## src/rtl/ili9341_pkg.sv

```systemverilog
// ----------------------------------------------------------------------------
// ili9341_pkg
// Shared definitions for the ILI9341 test-pattern source:
//   mode_t    - pattern selector encodings (solid, bars, checker, gradient)
//   state_t   - frame sequencer states
//   RGB565_*  - named colour constants
//   bar_color - colour-bar lookup, index 0..7 left to right
// ----------------------------------------------------------------------------
package ili9341_pkg;

    typedef enum logic [1:0] {
        MODE_SOLID = 2'd0,
        MODE_BARS  = 2'd1,
        MODE_CHECK = 2'd2,
        MODE_GRAD  = 2'd3
    } mode_t;

    typedef enum logic [1:0] {
        ST_IDLE = 2'd0,
        ST_RUN  = 2'd1,
        ST_DONE = 2'd2
    } state_t;

    localparam logic [15:0] RGB565_WHITE   = 16'hFFFF;
    localparam logic [15:0] RGB565_YELLOW  = 16'hFFE0;
    localparam logic [15:0] RGB565_CYAN    = 16'h07FF;
    localparam logic [15:0] RGB565_GREEN   = 16'h07E0;
    localparam logic [15:0] RGB565_MAGENTA = 16'hF81F;
    localparam logic [15:0] RGB565_RED     = 16'hF800;
    localparam logic [15:0] RGB565_BLUE    = 16'h001F;
    localparam logic [15:0] RGB565_BLACK   = 16'h0000;

    // Classic SMPTE-like ordering; bars beyond the eighth repeat the table.
    function automatic logic [15:0] bar_color(input logic [2:0] idx);
        case (idx)
            3'd0:    return RGB565_WHITE;
            3'd1:    return RGB565_YELLOW;
            3'd2:    return RGB565_CYAN;
            3'd3:    return RGB565_GREEN;
            3'd4:    return RGB565_MAGENTA;
            3'd5:    return RGB565_RED;
            3'd6:    return RGB565_BLUE;
            default: return RGB565_BLACK;
        endcase
    endfunction

endpackage

```

## src/rtl/ili9341_pattern_source_if.sv

```systemverilog
// ----------------------------------------------------------------------------
// ili9341_pattern_source_if
// Pixel stream between the pattern source (master) and ili9341_controller
// (slave).
//   pixel_valid  master->slave  pixel_data/x/y carry a valid pixel
//   pixel_ready  slave->master  consumer takes the pixel this cycle
//   pixel_data   master->slave  pixel colour
//   pixel_x/y    master->slave  raster coordinates of pixel_data
//   frame_start  master->slave  current pixel is (0,0)
//   frame_done   master->slave  level, high once a single-shot frame is done
// ----------------------------------------------------------------------------
interface ili9341_pattern_source_if #(
    parameter int H_RES      = 320,
    parameter int V_RES      = 240,
    parameter int PIXEL_SIZE = 16
);

    logic                     pixel_valid;
    logic                     pixel_ready;
    logic [PIXEL_SIZE-1:0]    pixel_data;
    logic [$clog2(H_RES)-1:0] pixel_x;
    logic [$clog2(V_RES)-1:0] pixel_y;
    logic                     frame_start;
    logic                     frame_done;

    modport master (
        output pixel_valid, pixel_data, pixel_x, pixel_y, frame_start, frame_done,
        input  pixel_ready
    );

    modport slave (
        input  pixel_valid, pixel_data, pixel_x, pixel_y, frame_start, frame_done,
        output pixel_ready
    );

endinterface

```

## src/rtl/ili9341_pattern_gen.sv

```systemverilog
// ----------------------------------------------------------------------------
// ili9341_pattern_gen
// Purely combinational colour generator: maps a raster position and the
// frame's latched settings to one pixel.
//   mode     in  pattern selector (mode_t)
//   color    in  latched colour for solid / checker
//   x, y     in  raster coordinates
//   bar_idx  in  colour-bar index of column x (supplied by the caller's counter)
//   pixel    out generated colour, PIXEL_SIZE bits
// ----------------------------------------------------------------------------
module ili9341_pattern_gen
    import ili9341_pkg::*;
#(
    parameter int PIXEL_SIZE  = 16,
    parameter int CHECK_SHIFT = 4,
    parameter int X_W         = 9,
    parameter int Y_W         = 8,
    parameter int BAR_W       = 3
) (
    input  mode_t                 mode,
    input  logic [PIXEL_SIZE-1:0] color,
    input  logic [X_W-1:0]        x,
    input  logic [Y_W-1:0]        y,
    input  logic [BAR_W-1:0]      bar_idx,
    output logic [PIXEL_SIZE-1:0] pixel
);

    localparam int SUM_W = ((X_W > Y_W) ? X_W : Y_W) + 1;

    logic [15:0]           bar_565;
    logic [PIXEL_SIZE-1:0] bar_px;
    logic [SUM_W-1:0]      grad_sum;

    // Casting to 3 bits gives "index mod 8" for wide indices and zero-extends narrow ones.
    assign bar_565  = bar_color(3'(bar_idx));
    assign grad_sum = SUM_W'(x) + SUM_W'(y);

    // Narrow pixels keep the most significant RGB565 bits; wide pixels zero-extend.
    generate
        if (PIXEL_SIZE >= 16) begin : g_bar_wide
            assign bar_px = PIXEL_SIZE'(bar_565);
        end else begin : g_bar_narrow
            assign bar_px = bar_565[15 -: PIXEL_SIZE];
        end
    endgenerate

    always_comb begin
        // NOTE: a default before the case keeps every path assigned, so no latch is inferred.
        pixel = color;
        case (mode)
            MODE_SOLID: pixel = color;
            MODE_BARS:  pixel = bar_px;
            MODE_CHECK: pixel = (x[CHECK_SHIFT] ^ y[CHECK_SHIFT]) ? ~color : color;
            MODE_GRAD:  pixel = PIXEL_SIZE'(grad_sum);
            default:    pixel = color;
        endcase
    end

endmodule

```

## src/rtl/ili9341_pattern_source.sv

```systemverilog
// ----------------------------------------------------------------------------
// ili9341_pattern_source
// Streams full frames of test patterns in raster order over a valid/ready
// pixel interface, single-shot or continuous.
//   clk          in   system clock
//   rst          in   synchronous active-high reset
//   start        in   begin a frame (honoured only when not running)
//   continuous   in   restart after the frame; sampled on the last-pixel accept
//   mode         in   0 solid, 1 bars, 2 checker, 3 gradient; latched per frame
//   solid_color  in   colour for solid / checker; latched per frame
//   pix          master modport: pixel_valid/ready/data/x/y, frame_start, frame_done
//   busy         out  high while a frame is being streamed
// H_RES must be a multiple of BAR_COUNT.
// ----------------------------------------------------------------------------
module ili9341_pattern_source
    import ili9341_pkg::*;
#(
    parameter int H_RES       = 320,
    parameter int V_RES       = 240,
    parameter int PIXEL_SIZE  = 16,
    parameter int CHECK_SHIFT = 4,
    parameter int BAR_COUNT   = 8
) (
    input  logic                  clk,
    input  logic                  rst,
    input  logic                  start,
    input  logic                  continuous,
    input  logic [1:0]            mode,
    input  logic [PIXEL_SIZE-1:0] solid_color,
    ili9341_pattern_source_if.master pix,
    output logic                  busy
);

    localparam int X_W     = $clog2(H_RES);
    localparam int Y_W     = $clog2(V_RES);
    localparam int BAR_PIX = H_RES / BAR_COUNT;
    localparam int BAR_W   = (BAR_COUNT > 1) ? $clog2(BAR_COUNT) : 1;
    localparam int BC_W    = (BAR_PIX > 1) ? $clog2(BAR_PIX) : 1;

    // Registered state
    state_t                state;
    mode_t                 mode_q;
    logic [PIXEL_SIZE-1:0] color_q;
    logic [X_W-1:0]        x_q;
    logic [Y_W-1:0]        y_q;
    logic [BC_W-1:0]       bar_cnt_q;
    logic [BAR_W-1:0]      bar_idx_q;
    logic                  valid_q;
    logic [PIXEL_SIZE-1:0] data_q;
    logic                  frame_start_q;
    logic                  frame_done_q;
    logic                  busy_q;

    // Next-pixel values: the pattern generator looks at these so that the
    // colour is registered together with the coordinates it belongs to.
    mode_t                 mode_n;
    logic [PIXEL_SIZE-1:0] color_n;
    logic [X_W-1:0]        x_n;
    logic [Y_W-1:0]        y_n;
    logic [BC_W-1:0]       bar_cnt_n;
    logic [BAR_W-1:0]      bar_idx_n;
    logic [PIXEL_SIZE-1:0] gen_pixel;

    logic accept;
    logic last_col;
    logic last_px;
    logic launch;
    logic wrap;
    logic reload;
    logic advance;

    always_comb begin
        accept   = valid_q & pix.pixel_ready;
        last_col = (x_q == X_W'(H_RES - 1));
        last_px  = last_col && (y_q == Y_W'(V_RES - 1));
        launch   = (state != ST_RUN) && start;
        wrap     = accept && last_px && continuous;
        reload   = launch || wrap;
        advance  = accept && !last_px;

        mode_n    = mode_q;
        color_n   = color_q;
        x_n       = x_q;
        y_n       = y_q;
        bar_cnt_n = bar_cnt_q;
        bar_idx_n = bar_idx_q;

        if (reload) begin
            // New frame: settings are captured here and nowhere else, so
            // mid-frame changes on mode/solid_color wait for the next frame.
            mode_n    = mode_t'(mode);
            color_n   = solid_color;
            x_n       = '0;
            y_n       = '0;
            bar_cnt_n = '0;
            bar_idx_n = '0;
        end else if (advance) begin
            if (last_col) begin
                x_n       = '0;
                y_n       = y_q + 1'b1;
                bar_cnt_n = '0;
                bar_idx_n = '0;
            end else begin
                x_n = x_q + 1'b1;
                // Bar sub-counter replaces a divide of x by the bar width.
                if (bar_cnt_q == BC_W'(BAR_PIX - 1)) begin
                    bar_cnt_n = '0;
                    bar_idx_n = bar_idx_q + 1'b1;
                end else begin
                    bar_cnt_n = bar_cnt_q + 1'b1;
                end
            end
        end
    end

    ili9341_pattern_gen #(
        .PIXEL_SIZE  (PIXEL_SIZE),
        .CHECK_SHIFT (CHECK_SHIFT),
        .X_W         (X_W),
        .Y_W         (Y_W),
        .BAR_W       (BAR_W)
    ) u_gen (
        .mode    (mode_n),
        .color   (color_n),
        .x       (x_n),
        .y       (y_n),
        .bar_idx (bar_idx_n),
        .pixel   (gen_pixel)
    );

    always_ff @(posedge clk) begin
        // NOTE: non-blocking assignments so every register samples pre-edge values.
        if (rst) begin
            state         <= ST_IDLE;
            mode_q        <= MODE_SOLID;
            color_q       <= '0;
            x_q           <= '0;
            y_q           <= '0;
            bar_cnt_q     <= '0;
            bar_idx_q     <= '0;
            valid_q       <= 1'b0;
            data_q        <= '0;
            frame_start_q <= 1'b0;
            frame_done_q  <= 1'b0;
            busy_q        <= 1'b0;
        end else begin
            mode_q    <= mode_n;
            color_q   <= color_n;
            x_q       <= x_n;
            y_q       <= y_n;
            bar_cnt_q <= bar_cnt_n;
            bar_idx_q <= bar_idx_n;
            if (reload || advance) begin
                data_q <= gen_pixel;
            end

            case (state)
                ST_IDLE, ST_DONE: begin
                    if (start) begin
                        state         <= ST_RUN;
                        valid_q       <= 1'b1;
                        busy_q        <= 1'b1;
                        frame_done_q  <= 1'b0;
                        frame_start_q <= 1'b1;
                    end
                end
                ST_RUN: begin
                    if (accept) begin
                        if (!last_px) begin
                            frame_start_q <= 1'b0;
                        end else if (continuous) begin
                            // Wrap without a bubble: valid stays high into (0,0).
                            frame_start_q <= 1'b1;
                        end else begin
                            state         <= ST_DONE;
                            valid_q       <= 1'b0;
                            busy_q        <= 1'b0;
                            frame_done_q  <= 1'b1;
                            frame_start_q <= 1'b0;
                        end
                    end
                end
                default: state <= ST_IDLE;
            endcase
        end
    end

    assign pix.pixel_valid = valid_q;
    assign pix.pixel_data  = data_q;
    assign pix.pixel_x     = x_q;
    assign pix.pixel_y     = y_q;
    assign pix.frame_start = frame_start_q;
    assign pix.frame_done  = frame_done_q;
    assign busy            = busy_q;

endmodule

```

## src/flat_wrapper.sv

```systemverilog
// flat-port wrapper written by rule: the top's interface ports become plain ports
module ili9341_pattern_source_flat import ili9341_pkg::*;
#(
    parameter int H_RES       = 320,
    parameter int V_RES       = 240,
    parameter int PIXEL_SIZE  = 16,
    parameter int CHECK_SHIFT = 4,
    parameter int BAR_COUNT   = 8
)
  (clk, rst, start, continuous, mode, solid_color, busy, pix_pixel_valid, pix_pixel_data, pix_pixel_x, pix_pixel_y, pix_frame_start, pix_frame_done, pix_pixel_ready);
  ili9341_pattern_source_if #(.H_RES(H_RES), .V_RES(V_RES), .PIXEL_SIZE(PIXEL_SIZE)) pix_i ();
  input  logic clk;
  input  logic rst;
  input  logic start;
  input  logic continuous;
  input  logic [1:0] mode;
  input  logic [PIXEL_SIZE-1:0] solid_color;
  output logic busy;
  output wire logic [$bits(pix_i.pixel_valid)-1:0] pix_pixel_valid;
  output wire logic [$bits(pix_i.pixel_data)-1:0] pix_pixel_data;
  output wire logic [$bits(pix_i.pixel_x)-1:0] pix_pixel_x;
  output wire logic [$bits(pix_i.pixel_y)-1:0] pix_pixel_y;
  output wire logic [$bits(pix_i.frame_start)-1:0] pix_frame_start;
  output wire logic [$bits(pix_i.frame_done)-1:0] pix_frame_done;
  input wire logic [$bits(pix_i.pixel_ready)-1:0] pix_pixel_ready;
  assign pix_pixel_valid = pix_i.pixel_valid;
  assign pix_pixel_data = pix_i.pixel_data;
  assign pix_pixel_x = pix_i.pixel_x;
  assign pix_pixel_y = pix_i.pixel_y;
  assign pix_frame_start = pix_i.frame_start;
  assign pix_frame_done = pix_i.frame_done;
  assign pix_i.pixel_ready = pix_pixel_ready;
  ili9341_pattern_source #(.H_RES(H_RES), .V_RES(V_RES), .PIXEL_SIZE(PIXEL_SIZE), .CHECK_SHIFT(CHECK_SHIFT), .BAR_COUNT(BAR_COUNT)) u_core (.clk(clk), .rst(rst), .start(start), .continuous(continuous), .mode(mode), .solid_color(solid_color), .pix(pix_i), .busy(busy));
endmodule
```

## config.mk

```make
export PLATFORM = sky130hd
export DESIGN_NAME = ili9341_pattern_source_flat
export DESIGN_NICKNAME = d
export VERILOG_FILES = /design/src/rtl/ili9341_pkg.sv /design/src/rtl/ili9341_pattern_source_if.sv /design/src/rtl/ili9341_pattern_gen.sv /design/src/rtl/ili9341_pattern_source.sv /design/src/flat_wrapper.sv
export SDC_FILE = /design/constraint.sdc
export NUM_CORES = 1
export LEC_CHECK = 0
export ABC_AREA = 1
export BUFFER_PORTS_ARGS = -buffer_cell sky130_fd_sc_hd__buf_2
export CORE_MARGIN = 5
export CORE_UTILIZATION = 35
export CTS_CLUSTER_DIAMETER = 50
export DETAILED_ROUTE_END_ITERATION = 12
export PLACE_DENSITY_LB_ADDON = 0.25
export SLEW_MARGIN = 25
export SYNTH_ARGS = -nofsm -noshare
export SYNTH_HDL_FRONTEND = slang
export SYNTH_SLANG_ARGS = --single-unit
```

## constraint.sdc

```tcl
create_clock -name clk -period 3.4 [get_ports clk]
set_input_delay 0.51 -clock clk [delete_from_list [all_inputs] [get_ports clk]]
set_output_delay 0.51 -clock clk [all_outputs]
set_load 0.1 [all_outputs]
```

==> run summary, run 1 <==
Final Setup Violations - 0
Maximum clock rate - 0.3113 GHz
Fin Hold WS - 0.4562 ns
Cell Pwr Density - 453.1 nW/um^2
Critical Path Source Type - flip-flop
Mapped Area - 4045 sq um
CTS Sinks - 65
HP Class - in -> reg
Leak pwr - 2.517 nW
Synth Flop Type - dfxtp_1
DRC marker count from the first detailed-route iteration - 214
Syn Nets - 648
GP Congestion - 0.8380
VDD IR max - 190.0 uV
DRC - 0
Final worst slack - 0.1875 ns
Hold Vio Cnt, Final - 0
Die width - 117.5 microns
Synth top area share - 32.17%
Vias in the first global route - 3843
Arrival @ worst endpoint - 3.44 ns
First-pass GRT wire length - 18520 microns
Post-synthesis sequential area ratio - 32.17%
H-tree Lvls - 3
Cell taking the most area after synthesis - dfxtp_1
Number of synthesized flops with an enable pin - 0
Ys Warns - 0
HPWL Detailed - 8115 microns
Tightest Pin Transition - 0.5459 ns
Worst-case reg-to-reg path depth - 24
Post-synthesis cell type count - 41
Status - completed
Clock root buffer - clkbuf_16
GRT Util Overall - 16.09%
Max Slew Vio Count - 0
Share of cells above drive strength 1 - 27.09%
Synthesized flop and latch total - 65
Area Growth Syn to Fin - 27.62%
Pre-antenna DRT Iters - 4
Fraction of registers with async set/reset - 0%
Setup slack at placement - -0.02331 ns
Top-count cell post-synth - nand2_1
Tmin final - 3.213 ns
Fin nets - 725
Slew HR - 63.61%
CP Max Fanout - 6
Mapped Cells - 612
Initial antenna violation count - 0
Congestion Overflow GR - 0
RSZ-0062 raised after global routing - yes
Worst-path clk slew - 0.06 ns
Routed Antenna Nets - 0
Critical Path End Type - flip-flop
Routed wire length - 11440 microns
Routed wire per std cell - 13.66 microns
Initial Util - 35.58%
Max-cap violations - 0
Largest net degree at the start of global routing - 45
WHS Path Cells - 3
Core area - 11370 sq um
# IOs - 60
Crit path required time - 3.63 ns
Layout Skew - 0.006770 ns
Post-Syn Area per Cell - 6.610 sq um
Row cnt - 39
Setup TNS - 0 ns
Inserted Clock Buffers - 9
Post-synth top cells - nand2_1, inv_1, nor2_1
Crit share post-route - 94.49%
# hold bufs at CTS - 0
N_diodes - 0
I/O Buffers - 59
Clock latency on the worst-skew pair - 0.33 ns
WS Path Type - reg -> reg
Vias - 4086
Top cells by area, synth - dfxtp_1, nand2_1, nand3_1
Vias per cell - 4.882
Number of fill cells - 1190
CTS tree - built
Area of the die - 13810 sq um
Die Y - 117.5 microns
Deepest clock path buffer count - 2
-- cell type report --
cell class                      count  area [sq um]  area share (%)
Timing Repair Buffer               90         535.5           10.37
Tap cell                          143         178.9           3.466
Sequential cell                    65          1334           25.84
Clock inverter                      1         5.005         0.09695
Inverter                           75         287.8           5.574
Clock buffer                       15         299.0           5.793
Multi-Input combinational cell    448          2522           48.86
-- worst max-delay path: stages (launching register included) --
cell and delay [ns]:
dfxtp_4 0.36, ha_4 0.16, inv_2 0.06, nor2_2 0.04, nand2_2 0.13, nor2_8 0.05
nor2_4 0.21, buf_6 0.15, inv_2 0.05, nor3_4 0.28, a21oi_1 0.13, nor3_1 0.31
ha_1 0.35, nand2_1 0.08, inv_1 0.05, nand4_1 0.09, nand3_2 0.09, xnor2_1 0.15
inv_1 0.05, nand2_1 0.06, nand2_1 0.05, inv_1 0.05, nand4_1 0.06, nand2_1 0.07
inv_1 0.04
-- metrics by stage --
step | cells | total power, mW | cell area (sq um) | utilization, %
2_1_floorplan | 612 | 1.312 | 4078 | -
3_3_place_gp | 803 | 1.411 | 4493 | 39.52
3_5_place_dp | 803 | 1.417 | 4493 | 39.52
4_1_cts | 819 | 2.352 | 4802 | 42.24
5_1_grt | 837 | 2.456 | 5162 | 45.41
6_report | 837 | 2.339 | 5162 | 45.41
-- metal layers --
metal  routed length [microns]  GRT usage [%]  up-vias
met4                       130          4.946        0
met5                         0              0        -
met3                       426          2.835       10
li1                          -              -     2130
met2                      5825          27.37       64
met1                      5053          20.73     1882
-- layout by cell type (no fill, tap or decap), drive strengths merged --
cell type  instances
o31ai              1
o21ai             32
dfxtp             65
or2                1
nor3              10
nor2              77
and3               1
a21o               1
ha                12
nand4             12
nand3b             5
nor4               3
clkinvlp           1
inv               73
fa                 1
a21oi             27
xor2              11
a211oi             1
clkinv             2
a31oi              1
clkbuf            15
nand2            178
xnor2              5
buf               90
nand3             58
o21bai             2
nor3b              3
o211ai             6
-- cells by family (layout without fill, tap and decap cells) --
kind of cell	Yosys count	in the layout	share of synthesized area [%]
adders and majority gates	13	13	4.207
xor gates and xnor gates	16	16	3.464
AOI/OAI and AO/OA	71	71	10.15
DFF	65	65	32.17
buffers and inverters	99	181	10.83
and+or+nand+nor	348	348	39.19
-- flip-flops by register name, summed over array words and instances, names as in the netlist --
signal / flops
u_core.pix.frame_done: 1
u_core.pix.pixel_valid: 1
u_core.state: 2
u_core.pix.frame_start: 1
u_core.bar_cnt_q: 6
u_core.mode_q: 2
u_core.pix.pixel_data: 16
u_core.pix.pixel_x: 9
u_core.pix.pixel_y: 8
u_core.bar_idx_q: 3
u_core.color_q: 16
-- report_power, final --
part           internal [mW]  total (mW)  switching [mW]
clock                  0.597       0.933           0.336
sequential             0.808       0.832          0.0243
combinational          0.132       0.574           0.442
-- worst paths after layout --
path | start | to | slack [ns]
worst max-delay path | u_core.pix.pixel_y[0]$_SDFF_PP0_ | u_core.pix.pixel_data[7]$_SDFFE_PP0P_ | 0.19
worst min-delay path | solid_color[1] | u_core.color_q[1]$_SDFF_PP0_ | 0.46
worst max register to register | u_core.pix.pixel_y[0]$_SDFF_PP0_ | u_core.pix.pixel_data[7]$_SDFFE_PP0P_ | 0.19
worst min register to register | u_core.pix.pixel_data[15]$_SDFFE_PP0P_ | u_core.pix.pixel_data[15]$_SDFFE_PP0P_ | 0.46
-- what timing repair did --
action	4_1_cts	5_1_grt
pin swaps	0	30
gates resized for setup	1	51
setup buffers	0	18
endpoints found under the setup margin	2	14
No activity file was read; power rests on OpenSTA's default activity.
==> run 2: changes to the inputs <==
==> constraint.sdc (replaced) <==
create_clock -name clk -period 3.44 [get_ports clk]
set_input_delay 0.516 -clock clk [delete_from_list [all_inputs] [get_ports clk]]
set_output_delay 0.516 -clock clk [all_outputs]
set_load 0.1 [all_outputs]
==> run 2 against run 1 <==
Non-clock buffer count is 6 lower. Highest routed layer unchanged. Combinational power is 1% lower. Sequential cell count stayed put. Fmax is 2.7% lower. Setup slack worse by 0.049 ns. Sequential power is 1% lower. Cell area is 1.5% lower.
==> run summary, run 2 (synthesis results as in run 1) <==
Register area - 1334 sq um (unchanged)
Clock root buffer - clkbuf_16
Tmin final - 3.301 ns (+0.08875 ns)
DRC - 0 (unchanged)
Hold Vio Cnt, Final - 0 (unchanged)
Number of fill cells - 1176 (-1.2%)
Pre-antenna DRT Iters - 4 (unchanged)
Initial Util - 35.58% (unchanged)
Post-Layout Cell Count - 831 (-0.72%)
HP Class - reg -> reg
Core area - 11370 sq um (unchanged)
Deepest clock path buffer count - 2 (unchanged)
GRT Util Overall - 16.66% (+0.57 points)
Row cnt - 39 (unchanged)
Leak pwr - 2.515 nW (-0.11%)
Max incr delay on CP - 0.36 ns (about the same)
Vias per cell - 4.872 (-0.19%)
CP Max Fanout - 6 (unchanged)
Vias - 4049 (-0.91%)
Maximum clock rate - 0.3029 GHz (-2.7%)
Switching Fraction - 33.50% (-0.78 points)
Die width - 117.5 microns (unchanged)
Net Switching - 0.8232 mW (+2.7%)
VDD IR max - 215.7 uV (+14%)
WP buf/inv - 1 (-6)
First-pass GRT wire length - 19350 microns (+4.5%)
Max-cap violations - 0 (unchanged)
Congestion Overflow GR - 0 (unchanged)
Dpl cell area - 4486 sq um (-0.17%)
Routed wire per std cell - 13.78 microns (+0.85%)
Vias in the first global route - 3946 (+2.7%)
Status - completed
Delay-heaviest family, CP - simple AND/OR/NAND/NOR gates
Critical Path End Type - flip-flop
Clock latency on the worst-skew pair - 0.34 ns (about the same)
Most frequent cells in the layout - nand2_1, inv_1, nor2_1
Share of cells above drive strength 1 - 26.02% (-1.1 points)
N_diodes - 0 (unchanged)
Layout Skew - 0.01097 ns (+0.004195 ns)
Sequential power share - 33.5% (-2.1 points)
Most common cell after layout, fill and taps aside - nand2_1
CTS tree - built
Slowest library cell on the worst path - dfxtp_4
# hold bufs at CTS - 0 (unchanged)
# IOs - 60 (unchanged)
Cell chain of the critical path - ha_4 -> nand3_2 -> nor2_2 -> nand2_2 -> nor2_8 -> nor2_4 -> clkinvlp_4 -> nor3_4 -> nand2_1 -> nor2_1 -> xor2_1 -> nor2_1 -> ha_2 -> a21oi_2 -> nand3_1 -> o21bai_1 -> nand3_1 -> nand3_1 -> nand2_1 -> a21oi_1
HPWL Detailed - 8186 microns (+0.87%)
Final Setup Violations - 0 (unchanged)
H-tree Lvls - 3 (unchanged)
Slew HR - 54.59% (-9.0 points)
Internal Power - 1.634 mW (+6.3%)
WS Path Type - reg -> reg
Cell Pwr Density - 483.0 nW/um^2 (+6.6%)
Finished Cell Area - 5087 sq um (-1.5%)
Placed cells - 802 (-0.12%)
Most frequent CP cell - nand3_1
I/O Buffers - 59 (unchanged)
CTS Sinks - 65 (unchanged)
Multi-input logic area - 2460 sq um (-2.5%)
Inserted Clock Buffers - 9 (unchanged)
Fin util - 44.75% (-0.66 points)
GP Congestion - 0.8556 (+2.1%)
Gate power share - 23.0% (-1.5 points)
Fin nets - 719 (-0.83%)
Worst-path clk slew - 0.06 ns (about the same)
Routed wire length - 11450 microns (+0.12%)
Tightest Pin Transition - 0.6804 ns (+0.1345 ns)
Crit share post-route - 95.97% (+1.5 points)
Arrival @ worst endpoint - 3.50 ns (+0.06 ns)
RSZ-0062 raised after global routing - yes
Setup TNS - 0 ns (unchanged)
Max Slew Vio Count - 0 (unchanged)
Crit path required time - 3.63 ns (about the same)
Pwr Total - 2.457 mW (+5.0%)
Critical Path Source Type - flip-flop
Routed Antenna Nets - 0 (unchanged)
Initial antenna violation count - 0 (unchanged)
R2R setup slack - 0.14 ns (-0.05 ns)
DRC marker count from the first detailed-route iteration - 213 (-0.47%)
Largest net degree at the start of global routing - 45 (unchanged)
Die Y - 117.5 microns (unchanged)
Area of the die - 13810 sq um (unchanged)
Clk pwr share - 43.5% (+3.6 points)
Area Growth Syn to Fin - 25.77%
[run 2: metal layers]
metal,vias to the layer above,track usage [%],part of all wire (%)
li1,2113,-,-
met1,1866,21.13,46
met2,63,28.64,49
met3,7,3.220,3.7
met4,0,4.875,0.99
met5,-,0,0
[run 2: what timing repair did]
item                       in CTS  in global routing
setup endpoints to repair       0                 10
setup buffers                   0                 13
gates resized for setup         0                 37
[run 2: area by class of cell]
class | instances | area share (%)
Clock buffer | 9 | 4.427
Clock inverter | 7 | 2.312
Inverter | 75 | 5.607
Multi-Input combinational cell | 448 | 48.35
Sequential cell | 65 | 26.22
Tap cell | 143 | 3.517
Timing Repair Buffer | 84 | 9.567
[run 2: stage by stage]
| stage | hold WS (ns) | worst slack, ns |
|---|---|---|
| floorplan | 0.4525 | 0.05732 |
| global placement | 0.4521 | 0.1638 |
| detailed placement | 0.4528 | 0.07837 |
| CTS | 0.4537 | 0.06758 |
| global route | 0.4670 | -0.1792 |
| finish | 0.4585 | 0.1387 |
[run 2: worst min-delay path, stage by stage, from the launching register on]
cell and delay, ns:
dfxtp_1 0.30, nand2_1 0.06, a21oi_1 0.05
[run 2: power groups by stage]
stage                     Sequential (mW)  Clock [mW]  Combinational [mW]
after floorplan                      1.03           0               0.266
after global placement              0.837           0               0.556
after detailed placement            0.839           0               0.560
after CTS                           0.823        1.09               0.562
after global routing                0.828        1.12               0.620
final                               0.823        1.07               0.566
[run 2: path summary, 6_finish.rpt]
| check | endpoint | depth (start not counted) | startpoint |
|---|---|---|---|
| max | u_core.pix.pixel_data[8]$_SDFFE_PP0P_ | 20 | u_core.pix.pixel_x[0]$_SDFF_PP0_ |
| min | u_core.pix.pixel_data[9]$_SDFFE_PP0P_ | 2 | u_core.pix.pixel_data[9]$_SDFFE_PP0P_ |
| max reg2reg | u_core.pix.pixel_data[8]$_SDFFE_PP0P_ | 20 | u_core.pix.pixel_x[0]$_SDFF_PP0_ |
| min reg2reg | u_core.pix.pixel_data[9]$_SDFFE_PP0P_ | 2 | u_core.pix.pixel_data[9]$_SDFFE_PP0P_ |
